[src/rtl/data_sram_arbiter.sv]
// Merges two data-side SRAM-like masters onto one slave port; addr_ok and data_ok are combinational (0 cycles).
// A refused request locks the grant so the slave sees stable req/addr; at MAX_OUTSTANDING in flight no request is presented.
module data_sram_arbiter #(
    parameter int MAX_OUTSTANDING = 4
) (
    input  logic        clk,
    input  logic        resetn,
    input  logic        m0_req,
    input  logic        m0_wr,
    input  logic [1:0]  m0_size,
    input  logic [3:0]  m0_wstrb,
    input  logic [31:0] m0_addr,
    input  logic [31:0] m0_wdata,
    output logic        m0_addr_ok,
    output logic        m0_data_ok,
    output logic [31:0] m0_rdata,
    input  logic        m1_req,
    input  logic        m1_wr,
    input  logic [1:0]  m1_size,
    input  logic [3:0]  m1_wstrb,
    input  logic [31:0] m1_addr,
    input  logic [31:0] m1_wdata,
    output logic        m1_addr_ok,
    output logic        m1_data_ok,
    output logic [31:0] m1_rdata,
    output logic        s_req,
    output logic        s_wr,
    output logic [1:0]  s_size,
    output logic [3:0]  s_wstrb,
    output logic [31:0] s_addr,
    output logic [31:0] s_wdata,
    input  logic        s_addr_ok,
    input  logic        s_data_ok,
    input  logic [31:0] s_rdata,
    output logic        idle
);
    localparam int PW = $clog2(MAX_OUTSTANDING);
    localparam logic [PW:0] FULL_CNT = (PW+1)'(MAX_OUTSTANDING);

    logic [PW-1:0] wr_ptr_q, wr_ptr_d;
    logic [PW-1:0] rd_ptr_q, rd_ptr_d;
    logic [PW:0]   count_q, count_d;
    logic          lock_vld_q, lock_vld_d;
    logic          lock_id_q, lock_id_d;
    logic          id_q [MAX_OUTSTANDING];
    logic          id_d [MAX_OUTSTANDING];

    logic gnt, gnt_req, full, empty, accept, pop, head;

    always_comb begin
        // gnt: 0 selects m0 (d1), 1 selects m1 (d2)
        gnt     = lock_vld_q ? lock_id_q : !m0_req;
        gnt_req = gnt ? m1_req : m0_req;
        full    = (count_q == FULL_CNT);
        empty   = (count_q == '0);
        s_req   = gnt_req && !full;
        s_wr    = gnt ? m1_wr    : m0_wr;
        s_size  = gnt ? m1_size  : m0_size;
        s_wstrb = gnt ? m1_wstrb : m0_wstrb;
        s_addr  = gnt ? m1_addr  : m0_addr;
        s_wdata = gnt ? m1_wdata : m0_wdata;
        accept  = s_req && s_addr_ok;
        m0_addr_ok = accept && !gnt;
        m1_addr_ok = accept && gnt;
        head    = id_q[rd_ptr_q];
        pop     = s_data_ok && !empty;
        m0_data_ok = pop && !head;
        m1_data_ok = pop && head;
        m0_rdata   = (!empty && !head) ? s_rdata : '0;
        m1_rdata   = (!empty && head)  ? s_rdata : '0;
        idle       = empty && !m0_req && !m1_req;
    end

    always_comb begin
        wr_ptr_d = wr_ptr_q + PW'(accept);
        rd_ptr_d = rd_ptr_q + PW'(pop);
        count_d  = count_q + (PW+1)'(accept) - (PW+1)'(pop);
        id_d     = id_q;
        if (accept) begin
            id_d[wr_ptr_q] = gnt;
        end
        lock_vld_d = lock_vld_q;
        lock_id_d  = lock_id_q;
        // Hold the grant on a refused request; release once it is taken or withdrawn.
        if (accept || !gnt_req) begin
            lock_vld_d = 1'b0;
        end else if (s_req) begin
            lock_vld_d = 1'b1;
            lock_id_d  = gnt;
        end
    end

    always_ff @(posedge clk or negedge resetn) begin
        if (!resetn) begin
            wr_ptr_q   <= '0;
            rd_ptr_q   <= '0;
            count_q    <= '0;
            lock_vld_q <= 1'b0;
            lock_id_q  <= 1'b0;
            for (int i = 0; i < MAX_OUTSTANDING; i++) begin
                id_q[i] <= 1'b0;
            end
        end else begin
            wr_ptr_q   <= wr_ptr_d;
            rd_ptr_q   <= rd_ptr_d;
            count_q    <= count_d;
            lock_vld_q <= lock_vld_d;
            lock_id_q  <= lock_id_d;
            id_q       <= id_d;
        end
    end

`ifdef DATA_SRAM_ARB_PROTO_CHECK
    // A response with nothing outstanding is a slave protocol violation.
    a_no_stray_data_ok: assert property (@(posedge clk) disable iff (!resetn) !(s_data_ok && empty));
`endif

endmodule
[config.mk]
export PLATFORM = sky130hd
export DESIGN_NAME = data_sram_arbiter
export DESIGN_NICKNAME = d
export VERILOG_FILES = /design/src/rtl/data_sram_arbiter.sv
export SDC_FILE = /design/constraint.sdc
export NUM_CORES = 1
export LEC_CHECK = 0
export ABC_AREA = 1
export CAP_MARGIN = 20
export CORE_AREA = 2 2 126 128
export DETAILED_ROUTE_END_ITERATION = 8
export DIE_AREA = 0 0 128 130
export GPL_TIMING_DRIVEN = 0
export MAX_ROUTING_LAYER = met4
export PLACE_DENSITY = 0.51
export SYNTH_ARGS = -nofsm -noshare
export SYNTH_HDL_FRONTEND = slang
export SYNTH_SLANG_ARGS = --single-unit
[constraint.sdc]
create_clock -name clk -period 3.9 [get_ports clk]
set_clock_uncertainty 0.1 [all_clocks]
set_input_delay 0.39 -clock clk [delete_from_list [all_inputs] [get_ports clk]]
set_output_delay 0.39 -clock clk [all_outputs]
set_load 0.02 [all_outputs]
# Word-level counts from Yosys, hierarchy flattened
# Index checks and enable logic that the tools add are counted.
# W data, S select, Z words.
# classes
n_mux	17
eq_ne	1
n_bitwise	3
add_sub_neg	4
magnitude_cmp	3
n_reduce_logical	23
# ops
cell	count
$mux W32	4
$logic_and A1 B1 Y1	12
$mux W1	8
$logic_not A1 Y1	7
$ge A3 B3 Y1 const B	2
$not A2 Y3	2
$add A2 B1 Y2	2
$bwmux W4	1
$mux W4	1
$add A3 B1 Y3	1
$eq A3 B3 Y1 const B	1
$logic_not A3 Y1	1
$lt A3 B1 Y1 const B	1
$sub A3 B1 Y3	1
$bmux W1 S2	1
$demux W1 S2	1
$mux W2	1
$reduce_and A2 Y1	1
$reduce_bool A2 Y1	1
$logic_or A1 B1 Y1	1
$not A1 Y1	1
# totals
regBits	13

# Longest topological paths before layout
# depth
ltp_word	8
ltp_mapped	11
ltp_nobuf	11

# Worst setup path after synthesis
# Ideal clock, no wire load.
# synth_path
path_kind	reg2reg
from	register lock_vld_q
to	register count_q[2]
setup_ns	0.129
required_time_ns	3.671
arrival_time_ns	2.141
n_path_buf	0
period_less_slack_ns	2.369
setup_slack_ns	1.531
stages_incl_launch_ff	11
path_cell_list	dfrtp_1 nand2_2 nand3_2 a21oi_4 nand2_4 ha_1 inv_1 ha_1 fa_1 xnor2_1 xor2_1
# synth_via
elab_chain_cells	6
# synth_rtl
element	line	source
start: declaration	43	logic lock_vld_q, lock_vld_d;
start signal: assignment	107	lock_vld_q <= lock_vld_d;
$mux W1	52	gnt = lock_vld_q ? lock_id_q : !m0_req;
$mux W1	53	gnt_req = gnt ? m1_req : m0_req;
$logic_and A1 B1 Y1	56	s_req = gnt_req && !full;
via s_req	26	output logic s_req,
$logic_and A1 B1 Y1	62	accept = s_req && s_addr_ok;
$add A3 B1 Y3	77	count_d = count_q + (PW+1)'(accept) - (PW+1)'(pop);
$sub A3 B1 Y3	77	
via count_d[2]	42	logic [PW:0] count_q, count_d;
end signal: assignment	106	count_q <= count_d;
end: declaration	42	
# The timed path passes the listed nets, and every way through them passes these cells.
# A chain may end at the register's enable or synchronous reset.

# Worst setup path in the final report
# layout_path
from	input m0_req
to	output s_wdata[16]
# layout_via
elab_chain_cells	3
# layout_rtl
element	line	source
start: declaration	8	input logic m0_req,
$logic_not A1 Y1	52	
$mux W1	52	
$mux W32	61	s_wdata = gnt ? m1_wdata : m0_wdata;
end: declaration	31	output logic [31:0] s_wdata,
# No other way between the ends.

==> summary.md <==
| Metric | Value |
|---|---|
| Tot GR Track Use | `0.140` |
| Clock Latency Late Sink | `between 0.2 and 0.25 ns` |
| Crit share post-route | `0.732` |
| Unrepaired setup endpoints after global routing | `no` |
| FP Rows | `between 40 and 50` |
| Final hold vios | `0` |
| FILL cells | `approximately 1600` |
| Clk pwr share | `0.044` |
| Period minus WS final | `2.85 ns` |
| Adder and majority cell fraction of the synthesized area | `0.0338` |
| Post-cts resize count | `0` |
| Sequential fraction of the synthesis area | `0.157` |
| Crit Path Max Fanout | `10` |
| Main synth FF type | `dfrtp_1` |
| TNS Setup | `0 ns` |
| Simple-Gate Fraction of Synth Area | `0.623` |
| Synth Area per Inst | `around 5 um^2` |
| Status | `complete, no violations` |
| DR iter-0 viols | `between 60 and 70` |
| Crit path launch type | `input pin` |
| WHS Endpoint | `id_q[1]$_DFFE_PN0P_` |
| TritonRoute pass-1 iters | `4` |
| Placed cells | `between 900 and 1000` |
| Die width | `128 um` |
| Count of final max-slew check failures | `0` |
| MaxCap Viol Count | `0` |
| Die Ht | `130 um` |
| Complex-gate fraction of the synthesized area | `0.0151` |
| Synthesized Nets | `between 600 and 700` |
| CTS Buffer Depth | `2` |
| Switching share of power | `0.524` |
| P per Cell Area | `about 790 nW/um^2` |
| Arr. time, crit path | `about 2.4 ns` |
| Netlist cell types | `25` |
| Post-synthesis mux area share | `0` |
| Layout Cells excl Fill | `between 900 and 1000` |
| Kind of critical path | `input pin to output port` |
| Synth Instances | `420` |
| CTS Root Cell | `clkbuf_16` |
| P_sw | `2310 uW` |
| Final HPWL DP | `11.2 mm` |
| Leading area contributor after synthesis | `nand2_1` |
| Vias | `~3600` |
| Synth-to-Final Area Change | `169%` |
| IO Count | `between 300 and 400` |
| ANT cells | `0` |
| Mapped Area | `2070 um^2` |
| Final worst-path setup slack | `1.05 ns` |
| WHS Path Cells | `2` |
| DP Worst Slack | `around 1 ns` |
| Core region area | `15400 um^2` |
| Data required time of the worst path | `around 3.4 ns` |
| Die area | `approximately 17000 um^2` |
| Least-Margin Pin Slew | `slightly below 0.6 ns` |
| Vias in the first global route | `roughly 3400` |
| Gpl congestion | `between 0.8 and 0.9` |
| Antenna Nets Post-Route | `0` |
| Top-area cell type share of the netlist area | `0.418` |
| Synth Area in XOR/XNOR | `0.0169` |
| Routed wire length | `12.5 mm` |
| Clk sinks | `13` |
| Relative slew slack | `0.602` |
| Hold_buf cts | `0` |
| Max VDD drop | `0.000244 V` |
| FF-to-FF setup slack | `around 1.4 ns` |
| Sequential group share of total power | `0.061` |
| Layout cells sized above 1 | `0.0485` |
| Pin count of the biggest net entering global routing | `14` |
| Critical Path Sink Type | `output port` |
| Setup bufs post-CTS | `0` |
| Routed len/inst | `between 10 and 15 um` |
| Largest family of logic cells by synthesized area | `simple AND/OR/NAND/NOR gates` |
| Logic pwr share | `0.895` |
| Maximum clock frequency | `~0.35 GHz` |
| Hold Crit Start | `id_q[1]$_DFFE_PN0P_` |
| Nets@finish | `between 900 and 1000` |
| Hold Crit Class | `flop to flop` |
| Final Setup Violations | `0` |
| First-pass GRT wire length | `approximately 18 mm` |
| Initial Util | `0.134` |
| Initial antenna violation count | `0` |
| R2r worst-path depth | `10` |
| CTS tree | `done` |
| Leak | `between 0.002 and 0.003 uW` |
| Ys async rst share | `1.00` |
| CTS H-Tree Depth | `1` |
| Register Area | `325 um^2` |
| Synthesis Warnings | `0` |
| Main area contributors after synthesis | `nand2_1, dfrtp_1, nor2_1` |
| Number of flops mapped to enable cells by yosys | `0` |
| R2R Path End | `count_q[2]$_DFF_PN0_` |
| Clock-pin slew on the worst setup and hold paths | `0.04 ns` |
| Num CTS Buffers | `3` |
| Footprint of the multi-input gates | `1430 um^2` |
| # DRC | `0` |
| Port bufs | `between 300 and 400` |
| Worst r2r src | `lock_vld_q$_DFFE_PN0P_` |
| Grt ovf | `0` |
| Internal power | `~2100 uW` |
| Vias per std cell | `between 3 and 4` |
| Yosys reg bits | `13` |
-- through the flow --
step	hold WS [ns]	util	cell area [um^2]	total power [uW]
after CTS	0.382	0.362	5590	4470
after detailed placement	0.371	0.357	5510	4270
final	0.385	0.362	5590	4400
after global placement	0.377	0.357	5510	4250
after global routing	0.402	0.362	5590	4740
after floorplan	-0.00559	-	2070	2330
-- cells by family (layout without fill, tap and decap cells) --
| kind of cell | count (synthesis) | after routing |
|---|---|---|
| simple gates | 326 | 326 |
| buf+inv | 68 | 391 |
| flops | 13 | 13 |
| fa+ha+maj | 5 | 5 |
| compound gates | 4 | 4 |
| xor+xnor | 4 | 4 |
-- power groups by stage --
stage / clock network (uW) / logic (uW) / registers (uW)
finish: 192 / 3940 / 270
global route: 202 / 4260 / 283
CTS: 196 / 4010 / 271
detailed placement: 0 / 3990 / 272
global placement: 0 / 3980 / 269
floorplan: 0 / 2080 / 256
-- flip-flops by register name, indices dropped and copies added, names as in the netlist --
register and flops:
count_q 3, id_q 4, lock_id_q 1, lock_vld_q 1
rd_ptr_q 2, wr_ptr_q 2
-- cell usage after synthesis (2+ instances only) --
master    number
nand2_1      231
nand3_2        2
o21ai_0        2
inv_1         43
buf_2          8
nand4_1        8
ha_1           4
nor2_2         2
nand2_4        2
inv_2          2
clkbuf_1       3
nand2_2        5
buf_4          6
buf_6          4
nor3_1         2
nor2_1        73
dfrtp_1       13
xor2_1         3
-- routing by layer --
layer,share of wire,track usage,up-vias
met5,0,-,-
met4,0.0066,0.0168,0
met3,0.10,0.0385,6
met2,0.53,0.266,213
met1,0.36,0.148,1511
li1,-,-,1871
-- cell type report --
type / count / area share
flip-flops and latches: 13 / 0.0582
inverters: 46 / 0.0311
repair buffers: 319 / 0.572
clock buffers: 4 / 0.0141
well taps: 192 / 0.0430
plain buffers: 22 / 0.0260
multi-input cells: 339 / 0.256
-- worst max path at each step --
stage                     slack (ns)  depth (start not counted)                   start              endpoint
after floorplan                 1.53                         10  lock_vld_q$_DFFE_PN0P_  count_q[2]$_DFF_PN0_
after CTS                       1.01                          7                  m0_req            s_addr[27]
final                           1.05                          7                  m0_req           s_wdata[16]
after global routing            0.88                          7                  m0_req            s_addr[29]
after global placement          1.00                          7                  m0_req           s_wdata[16]
after detailed placement        1.00                          7                  m0_req            s_addr[27]
-- placed cells by master, fill, tap and decap left out, types with 2 or more instances in the layout --
cell and n:
clkdlybuf4s50_1 319, nand2_1 231, nor2_1 73, inv_1 43, dfrtp_1 13, buf_2 8
nand4_1 8, buf_4 6, nand2_2 5, buf_6 4, clkbuf_1 4, ha_1 4
xor2_1 3, clkbuf_16 3, inv_2 2, nand3_2 2, nand2_4 2, nor3_1 2
nor2_2 2, o21ai_0 2
-- critical path, cell delays in order --
cell and delay (ns):
clkdlybuf4s50_1 0.51, nand2_2 0.10, nand2_4 0.15, clkbuf_1 0.36
nand2_1 0.10, nand2_1 0.10, clkdlybuf4s50_1 0.66
No activity file was read; power rests on OpenSTA's default activity.
